### src/rtl/eeprom_arb_pkg.sv
// Shared constants for the EEPROM arbiter: one-hot FSM encoding, bus widths, counter width.
// No latency or backpressure of its own; pure definitions.
package eeprom_arb_pkg;

    localparam int AW_DEF = 11;
    localparam int DW_DEF = 8;

    // Wide enough for max(TIMEOUT=4095, GAP); timeout and gap share this counter.
    localparam int CW = 12;

    typedef enum logic [3:0] {
        S_IDLE  = 4'b0001,
        S_ISSUE = 4'b0010,
        S_DONE  = 4'b0100,
        S_GAP   = 4'b1000
    } arb_state_t;

endpackage

### src/rtl/eeprom_arbiter.sv
// Round-robin arbiter sharing one EEPROM byte engine between two requesters; REQ -> strobe in 1 cycle.
// Strobes held until E_ACK or timeout; requesters wait on held REQ, with a recovery gap after writes.
module eeprom_arbiter
    import eeprom_arb_pkg::*;
#(
    parameter int AW      = AW_DEF,
    parameter int DW      = DW_DEF,
    parameter int TIMEOUT = 4095,
    parameter int GAP     = 8
) (
    input  logic          CLK,
    input  logic          RESET,
    input  logic          REQ0,
    input  logic          REQ1,
    input  logic          WE0,
    input  logic          WE1,
    input  logic [AW-1:0] ADDR0,
    input  logic [AW-1:0] ADDR1,
    input  logic [DW-1:0] WDATA0,
    input  logic [DW-1:0] WDATA1,
    output logic          GNT0,
    output logic          GNT1,
    output logic          DONE0,
    output logic          DONE1,
    output logic [DW-1:0] RDATA,
    output logic          ERR,
    output logic          E_WR,
    output logic          E_RD,
    output logic [AW-1:0] E_ADDR,
    output logic [DW-1:0] E_DOUT,
    output logic          E_DOE,
    input  logic [DW-1:0] E_DIN,
    input  logic          E_ACK
);

    localparam logic [CW-1:0] TMO_LAST = CW'(TIMEOUT - 1);
    localparam logic [CW-1:0] GAP_LOAD = CW'(GAP);

    arb_state_t    state, state_d;
    logic [CW-1:0] cnt, cnt_d;
    logic          last, last_d;
    logic          gnt0_d, gnt1_d, done0_d, done1_d, err_d;
    logic          wr_d, rd_d, doe_d;
    logic [AW-1:0] addr_d;
    logic [DW-1:0] dout_d, rdata_d;
    logic          pick1, pick_we;

    always_ff @(posedge CLK or negedge RESET) begin
        if (!RESET) begin
            state  <= S_IDLE;
            cnt    <= '0;
            last   <= 1'b1;
            GNT0   <= 1'b0;
            GNT1   <= 1'b0;
            DONE0  <= 1'b0;
            DONE1  <= 1'b0;
            ERR    <= 1'b0;
            E_WR   <= 1'b0;
            E_RD   <= 1'b0;
            E_DOE  <= 1'b0;
            E_ADDR <= '0;
            E_DOUT <= '0;
            RDATA  <= '0;
        end else begin
            state  <= state_d;
            cnt    <= cnt_d;
            last   <= last_d;
            GNT0   <= gnt0_d;
            GNT1   <= gnt1_d;
            DONE0  <= done0_d;
            DONE1  <= done1_d;
            ERR    <= err_d;
            E_WR   <= wr_d;
            E_RD   <= rd_d;
            E_DOE  <= doe_d;
            E_ADDR <= addr_d;
            E_DOUT <= dout_d;
            RDATA  <= rdata_d;
        end
    end

    always_comb begin
        state_d = state;
        cnt_d   = cnt;
        last_d  = last;
        gnt0_d  = GNT0;
        gnt1_d  = GNT1;
        done0_d = DONE0;
        done1_d = DONE1;
        err_d   = ERR;
        wr_d    = E_WR;
        rd_d    = E_RD;
        doe_d   = E_DOE;
        addr_d  = E_ADDR;
        dout_d  = E_DOUT;
        rdata_d = RDATA;
        // Requester 1 wins when alone, or on a tie when requester 0 was served last.
        pick1   = REQ1 && (!REQ0 || !last);
        pick_we = pick1 ? WE1 : WE0;

        case (state)
            S_IDLE: begin
                if (REQ0 || REQ1) begin
                    gnt0_d  = !pick1;
                    gnt1_d  = pick1;
                    addr_d  = pick1 ? ADDR1 : ADDR0;
                    dout_d  = pick1 ? WDATA1 : WDATA0;
                    wr_d    = pick_we;
                    rd_d    = !pick_we;
                    doe_d   = pick_we;
                    cnt_d   = '0;
                    state_d = S_ISSUE;
                end
            end
            S_ISSUE: begin
                // ACK takes priority over a simultaneous timeout expiry.
                if (E_ACK || cnt == TMO_LAST) begin
                    wr_d    = 1'b0;
                    rd_d    = 1'b0;
                    done0_d = GNT0;
                    done1_d = GNT1;
                    err_d   = !E_ACK;
                    if (E_ACK && E_RD)
                        rdata_d = E_DIN;
                    state_d = S_DONE;
                end else begin
                    cnt_d = cnt + 1'b1;
                end
            end
            S_DONE: begin
                done0_d = 1'b0;
                done1_d = 1'b0;
                err_d   = 1'b0;
                gnt0_d  = 1'b0;
                gnt1_d  = 1'b0;
                doe_d   = 1'b0;
                last_d  = GNT1;
                // E_DOE is still up here exactly when the finished transfer was a write.
                if (E_DOE && GAP > 0) begin
                    cnt_d   = GAP_LOAD;
                    state_d = S_GAP;
                end else begin
                    state_d = S_IDLE;
                end
            end
            S_GAP: begin
                if (cnt <= CW'(1)) begin
                    cnt_d   = '0;
                    state_d = S_IDLE;
                end else begin
                    cnt_d = cnt - 1'b1;
                end
            end
            default: state_d = S_IDLE;
        endcase
    end

endmodule

### config.mk
export PLATFORM = sky130hd
export DESIGN_NAME = eeprom_arbiter
export DESIGN_NICKNAME = d
export VERILOG_FILES = /design/src/rtl/eeprom_arb_pkg.sv /design/src/rtl/eeprom_arbiter.sv
export SDC_FILE = /design/constraint.sdc
export NUM_CORES = 1
export LEC_CHECK = 0
export ABC_AREA = 1
export BUFFER_PORTS_ARGS = -buffer_cell sky130_fd_sc_hd__buf_2
export CAP_MARGIN = 20
export CORE_ASPECT_RATIO = 1.25
export CORE_MARGIN = 10
export CORE_UTILIZATION = 50
export CTS_CLUSTER_DIAMETER = 120
export DETAILED_ROUTE_END_ITERATION = 8
export GPL_TIMING_DRIVEN = 1
export HOLD_SLACK_MARGIN = 0.15
export PLACE_DENSITY_LB_ADDON = 0.05
export RECOVER_POWER = 25
export SYNTH_ARGS = -nofsm -noshare
export SYNTH_HDL_FRONTEND = slang
export SYNTH_SLANG_ARGS = --single-unit
### constraint.sdc
create_clock -name CLK -period 1.67 [get_ports CLK]
set_input_delay 0.0835 -clock CLK [delete_from_list [all_inputs] [get_ports CLK]]
set_output_delay 0.0835 -clock CLK [all_outputs]
set_load 0.02 [all_outputs]
# Yosys cells after proc, flatten, opt, wreduce, memory -nomap -nowiden

Index checks and enable logic that the tools add are counted.

$add $sub $neg: 2
Magnitude comparators: 1
Equality and inequality tests: 10
Muxes and demuxes: 29
Reduce and logical (&&, ||, !) cells: 21

Operator list:

| kind                  | number |
|---|---|
| $mux 12               | 4 |
| $pmux 12 s4           | 1 |
| $mux 4                | 4 |
| $pmux 1 s2            | 8 |
| $pmux 4 s4            | 1 |
| $add 12x1->12 const B | 1 |
| $eq 12x12->1 const B  | 1 |
| $le 12x1->1 const B   | 1 |
| $sub 12x1->12 const B | 1 |
| $mux 11               | 1 |
| $ne 2x2->1 const B    | 5 |
| $mux 1                | 9 |
| $reduce_and 3->1      | 3 |
| $mux 8                | 1 |
| $reduce_and 2->1      | 3 |
| $reduce_bool 2->1     | 3 |
| $logic_not 1->1       | 5 |
| $eq 4x1->1 const B    | 1 |
| $eq 4x2->1 const B    | 1 |
| $eq 4x3->1 const B    | 1 |
| $eq 4x4->1 const B    | 1 |
| $reduce_and 4->1      | 1 |
| $reduce_bool 4->1     | 1 |
| $logic_or 1x1->1      | 3 |
| $logic_and 1x1->1     | 2 |

Register bits: 52
Bits of input ports: 53
Output and inout port bits: 35
Word-level logic and storage cells: 77

# Depth between registers and ports, before layout

Depth in word-level cells: 7
Gate-level depth with buffers: 12
Mapped depth without buffers: 11

# Worst setup path after synthesis

Ideal clock, no wire load.

Path type: reg-to-reg
From: register cnt[0]
To: register cnt[10]
Library setup time: 116 ps
Arrival: 1416 ps
Required time: 1554 ps
Path slack: 138 ps
Stages on the path, launching flop included: 13
Path buffers: 1
Cell sequence: dfrtp_1 inv_1 ha_1 nand2_1 nor2_1 nand3_1 nand2_1 nand2_2 nand2_1 nor2_2 buf_6 nand2_1 nand2_1

Word-level cells in the longest chain between the ends: 4
Elaborated cells between the ends (all ways): 10
Classes of those cells: 2 x add/sub; 1 x order compare; 2 x eq/ne; 3 x mux; 2 x reduce/logical

Ends and longest elaborated chain:

| what                                                  | line                 | RTL |
|---|---|---|
| start: declaration                                    | eeprom_arbiter.sv:40 | `logic [CW-1:0] cnt, cnt_d;` |
| start signal: assignment                              | eeprom_arbiter.sv:66 | `cnt <= cnt_d;` |
| branches (longest 4 deep; another with $sub 12x1->12) | n/a                  |  |

Parallel ways; which one is timed is not known. The select of a mux whose other input is x is not followed.
A chain may end at the register's enable or synchronous reset.

# Worst setup path after layout

From: register cnt[1]
To: register cnt[4]

The elaborated chain is that of the path after synthesis.

==> impl_metrics.env <==
export IMPL_status="finished clean"
export IMPL_fin_crit_sh=0.955
export IMPL_pwr_share_seq=0.310
export IMPL_cp_start_kind="flip-flop"
export IMPL_synth_area_sq_mm=0.00293
export IMPL_path_class="flip-flop to flip-flop"
export IMPL_synth_top_cells_by_area="dfrtp_1 (43%), nand2_1 (17%), a2bb2oi_1 (5.7%), nand3_1 (4.1%), a21oi_1 (3.6%)"
export IMPL_synth_cells=376
export IMPL_pre_cts_slack_ns=-0.0244
export IMPL_synth_seq_cells=52
export IMPL_start_util=0.511
export IMPL_fin_util=0.751
export IMPL_ir_drop_uv=1110
export IMPL_dp_hpwl_um=6410
export IMPL_cts_max_level=2
export IMPL_final_min_clock_period_ns=1.60
export IMPL_firstDrtPassIters=5
export IMPL_drcViolationCount=0
export IMPL_clock_latency_ns=0.30
export IMPL_final_cell_mix="nand2_1 (128), buf_2 (87), dlygate4sd3_1 (52), dfrtp_1 (48), inv_1 (25)"
export IMPL_grt_overflow=0
export IMPL_synthFlopType="dfrtp_1"
export IMPL_crit_required_ns=1.87
export IMPL_cp_arrival_ns=1.80
export IMPL_dieWidth_um=88.5
export IMPL_die_height_um=106
export IMPL_fin_ws_ns=0.0749
export IMPL_routed_wl_um=10200
export IMPL_skew_ns=0.00871
export IMPL_cp_max_fo=7
export IMPL_grt_first_pass_wirelength_um=15600
export IMPL_rsz0062_at_grt="yes"
export IMPL_cts_clk_slew_worst_paths_ns=0.09
export IMPL_intPower_mw=3.70
export IMPL_final_antenna_net_count=0
export IMPL_yosysTopAreaCellShare=0.426
export IMPL_mostFrequentLayoutCell="nand2_1"
export IMPL_io_buffers=87
export IMPL_tightestPinTransition_ns=1.36
export IMPL_grt_max_degree=25
export IMPL_dr_total_vias=3275
export IMPL_grt_usage=0.207
export IMPL_fin_nets=592
export IMPL_end_kind="flip-flop"
export IMPL_min_path_type="primary input to flip-flop"
export IMPL_cts_inserted_buffers=5
export IMPL_detailedRoute_firstIterationViolations=169
export IMPL_max_slew_margin_rel=0.0943
export IMPL_finalMaxSlewViolations=0
export IMPL_p_sw_frac=0.446
export IMPL_yosysWarnings=0
export IMPL_syn2layout_area_growth_pct=47.0
export IMPL_postSynth_asyncResetShare=1.00
export IMPL_p_per_area_mw_per_mm2=1550
export IMPL_wl_per_cell_um=17.0
export IMPL_cts_root_buf="clkbuf_8"
export IMPL_clockBufferDepth=2
export IMPL_synthesis_nets=433
export IMPL_fmax_mhz=627
export IMPL_core_sq_mm=0.00574
export IMPL_grt_pass1_vias=3308
export IMPL_gp_congestion=0.880
export IMPL_setup_viol=0
export IMPL_yosysUniqueCellTypes=32
export IMPL_power_frac_clock=0.129
export IMPL_pin_count=88
export IMPL_p_leak_nw=2.21
export IMPL_synth_top_cell_by_area="dfrtp_1"
export IMPL_synth_avg_cell_area_sq_um=7.80
export IMPL_row_count=31
export IMPL_yosysSeqAreaShare=0.444
export IMPL_antenna_found_initial=1
export IMPL_die_area_sq_mm=0.00935
export IMPL_switchingPower_mw=2.98
export IMPL_drive_above_1_share=0.306
export IMPL_final_hold_violation_count=0
export IMPL_synth_edf_count=0
export IMPL_comb_power_share=0.561
export IMPL_cts_sinks=52
export IMPL_drt_vias_per_instance=5.43
export IMPL_cap_viol_max_count=0
export IMPL_cts_tree="built"
==> area by class of cell <==
type	count	area [sq um]
Inverter	30	116
Tap cell	66	82.6
Timing Repair Buffer	163	1150
Timing Repair inverter	3	22.5
Fill cell	404	1430
Clock buffer	6	72.6
Multi-Input combinational cell	280	1520
Clock inverter	2	35.0
Antenna cell	1	2.50
Sequential cell	52	1310
==> worst paths after layout <==
path,from,to,slack [ns],cells past startpoint
worst max-delay path,cnt[1],cnt[4],0.07,11
worst min register to register,last,last,0.48,2
max in group asynchronous,RESET,RDATA[1],0.19,3
worst min-delay path,REQ0,state[0],0.29,5
worst max register to register,cnt[1],cnt[4],0.07,11
min in group asynchronous,RESET,E_DOE,0.61,2
==> repair_timing <==
item,4_1_cts,5_1_grt
setup buffers,0,4
hold buffers,52,0
gates resized for setup,2,26
endpoints found under the hold margin,52,0
pin swaps,0,8
setup endpoints to repair,12,43
cloned,0,4
==> worst max-delay path, stage by stage (launching register included) <==
cell and delay (ns):
dfrtp_1 0.45, inv_2 0.10, ha_2 0.20, inv_1 0.05, nand2_1 0.06, nand2_1 0.08, nor2_4 0.14, nand2_2 0.09
nand2_4 0.13, o21ai_0 0.09, nand2_1 0.07, nand2_1 0.05
==> synth_stat cells (3+ instances only) <==
library cell / number
a21oi_1: 21
a2bb2oi_1: 19
buf_2: 8
clkbuf_1: 4
dfrtp_1: 50
ha_1: 4
inv_1: 28
mux2_2: 8
nand2_1: 132
nand3_1: 24
nand3_2: 3
nand4_1: 6
nor2_1: 22
nor2_2: 7
o21ai_0: 17
==> state kept, by name, summed over array words and instances, names as in the netlist <==
signal and cells:
DONE0 1, DONE1 1, ERR 1, E_ADDR 11, E_DOE 1, E_DOUT 8, E_RD 1, E_WR 1
GNT0 1, GNT1 1, RDATA 8, cnt 12, last 1, state 4
==> stage by stage <==
step	power (mW)	setup TNS [ns]	hold WS, ns	cell area, sq um	std cells
floorplan	4.22	0	-0.212	2930	376
detailed placement	5.23	-0.122	0.107	3520	534
global route	7.12	-0.591	0.348	4310	603
finish	6.68	0	0.294	4310	603
CTS	6.21	0	0.270	4150	594
global placement	5.16	0	0.104	3520	534
==> cells by family (layout without fill, tap and decap cells) <==
| kind of cell | Yosys count | after routing | share of synthesized area |
|---|---|---|---|
| simple gates | 199 | 200 | 0.291 |
| compound gates | 65 | 65 | 0.141 |
| flops | 52 | 52 | 0.444 |
| buf+inv | 45 | 204 | 0.0674 |
| mux | 8 | 8 | 0.0307 |
| fa+ha+maj | 4 | 4 | 0.0171 |
| xor+xnor | 3 | 3 | 0.00896 |
| other cells | 0 | 1 | 0 |
==> layer usage <==
metal / GRT usage / up-vias / part of all wire
li1: - / 1551 / -
met1: 0.233 / 1572 / 0.37
met2: 0.354 / 128 / 0.52
met3: 0.0693 / 24 / 0.078
met4: 0.0683 / 0 / 0.026
met5: 0 / - / 0
==> power by group through the flow <==
stage | clock network, mW | registers (mW) | logic (mW)
final | 0.861 | 2.07 | 3.74
after global routing | 0.934 | 2.12 | 4.06
after CTS | 0.879 | 2.04 | 3.29
after detailed placement | 0 | 2.05 | 3.18
after global placement | 0 | 2.05 | 3.12
after floorplan | 0 | 2.55 | 1.67
(Power assumes the default switching activity.)
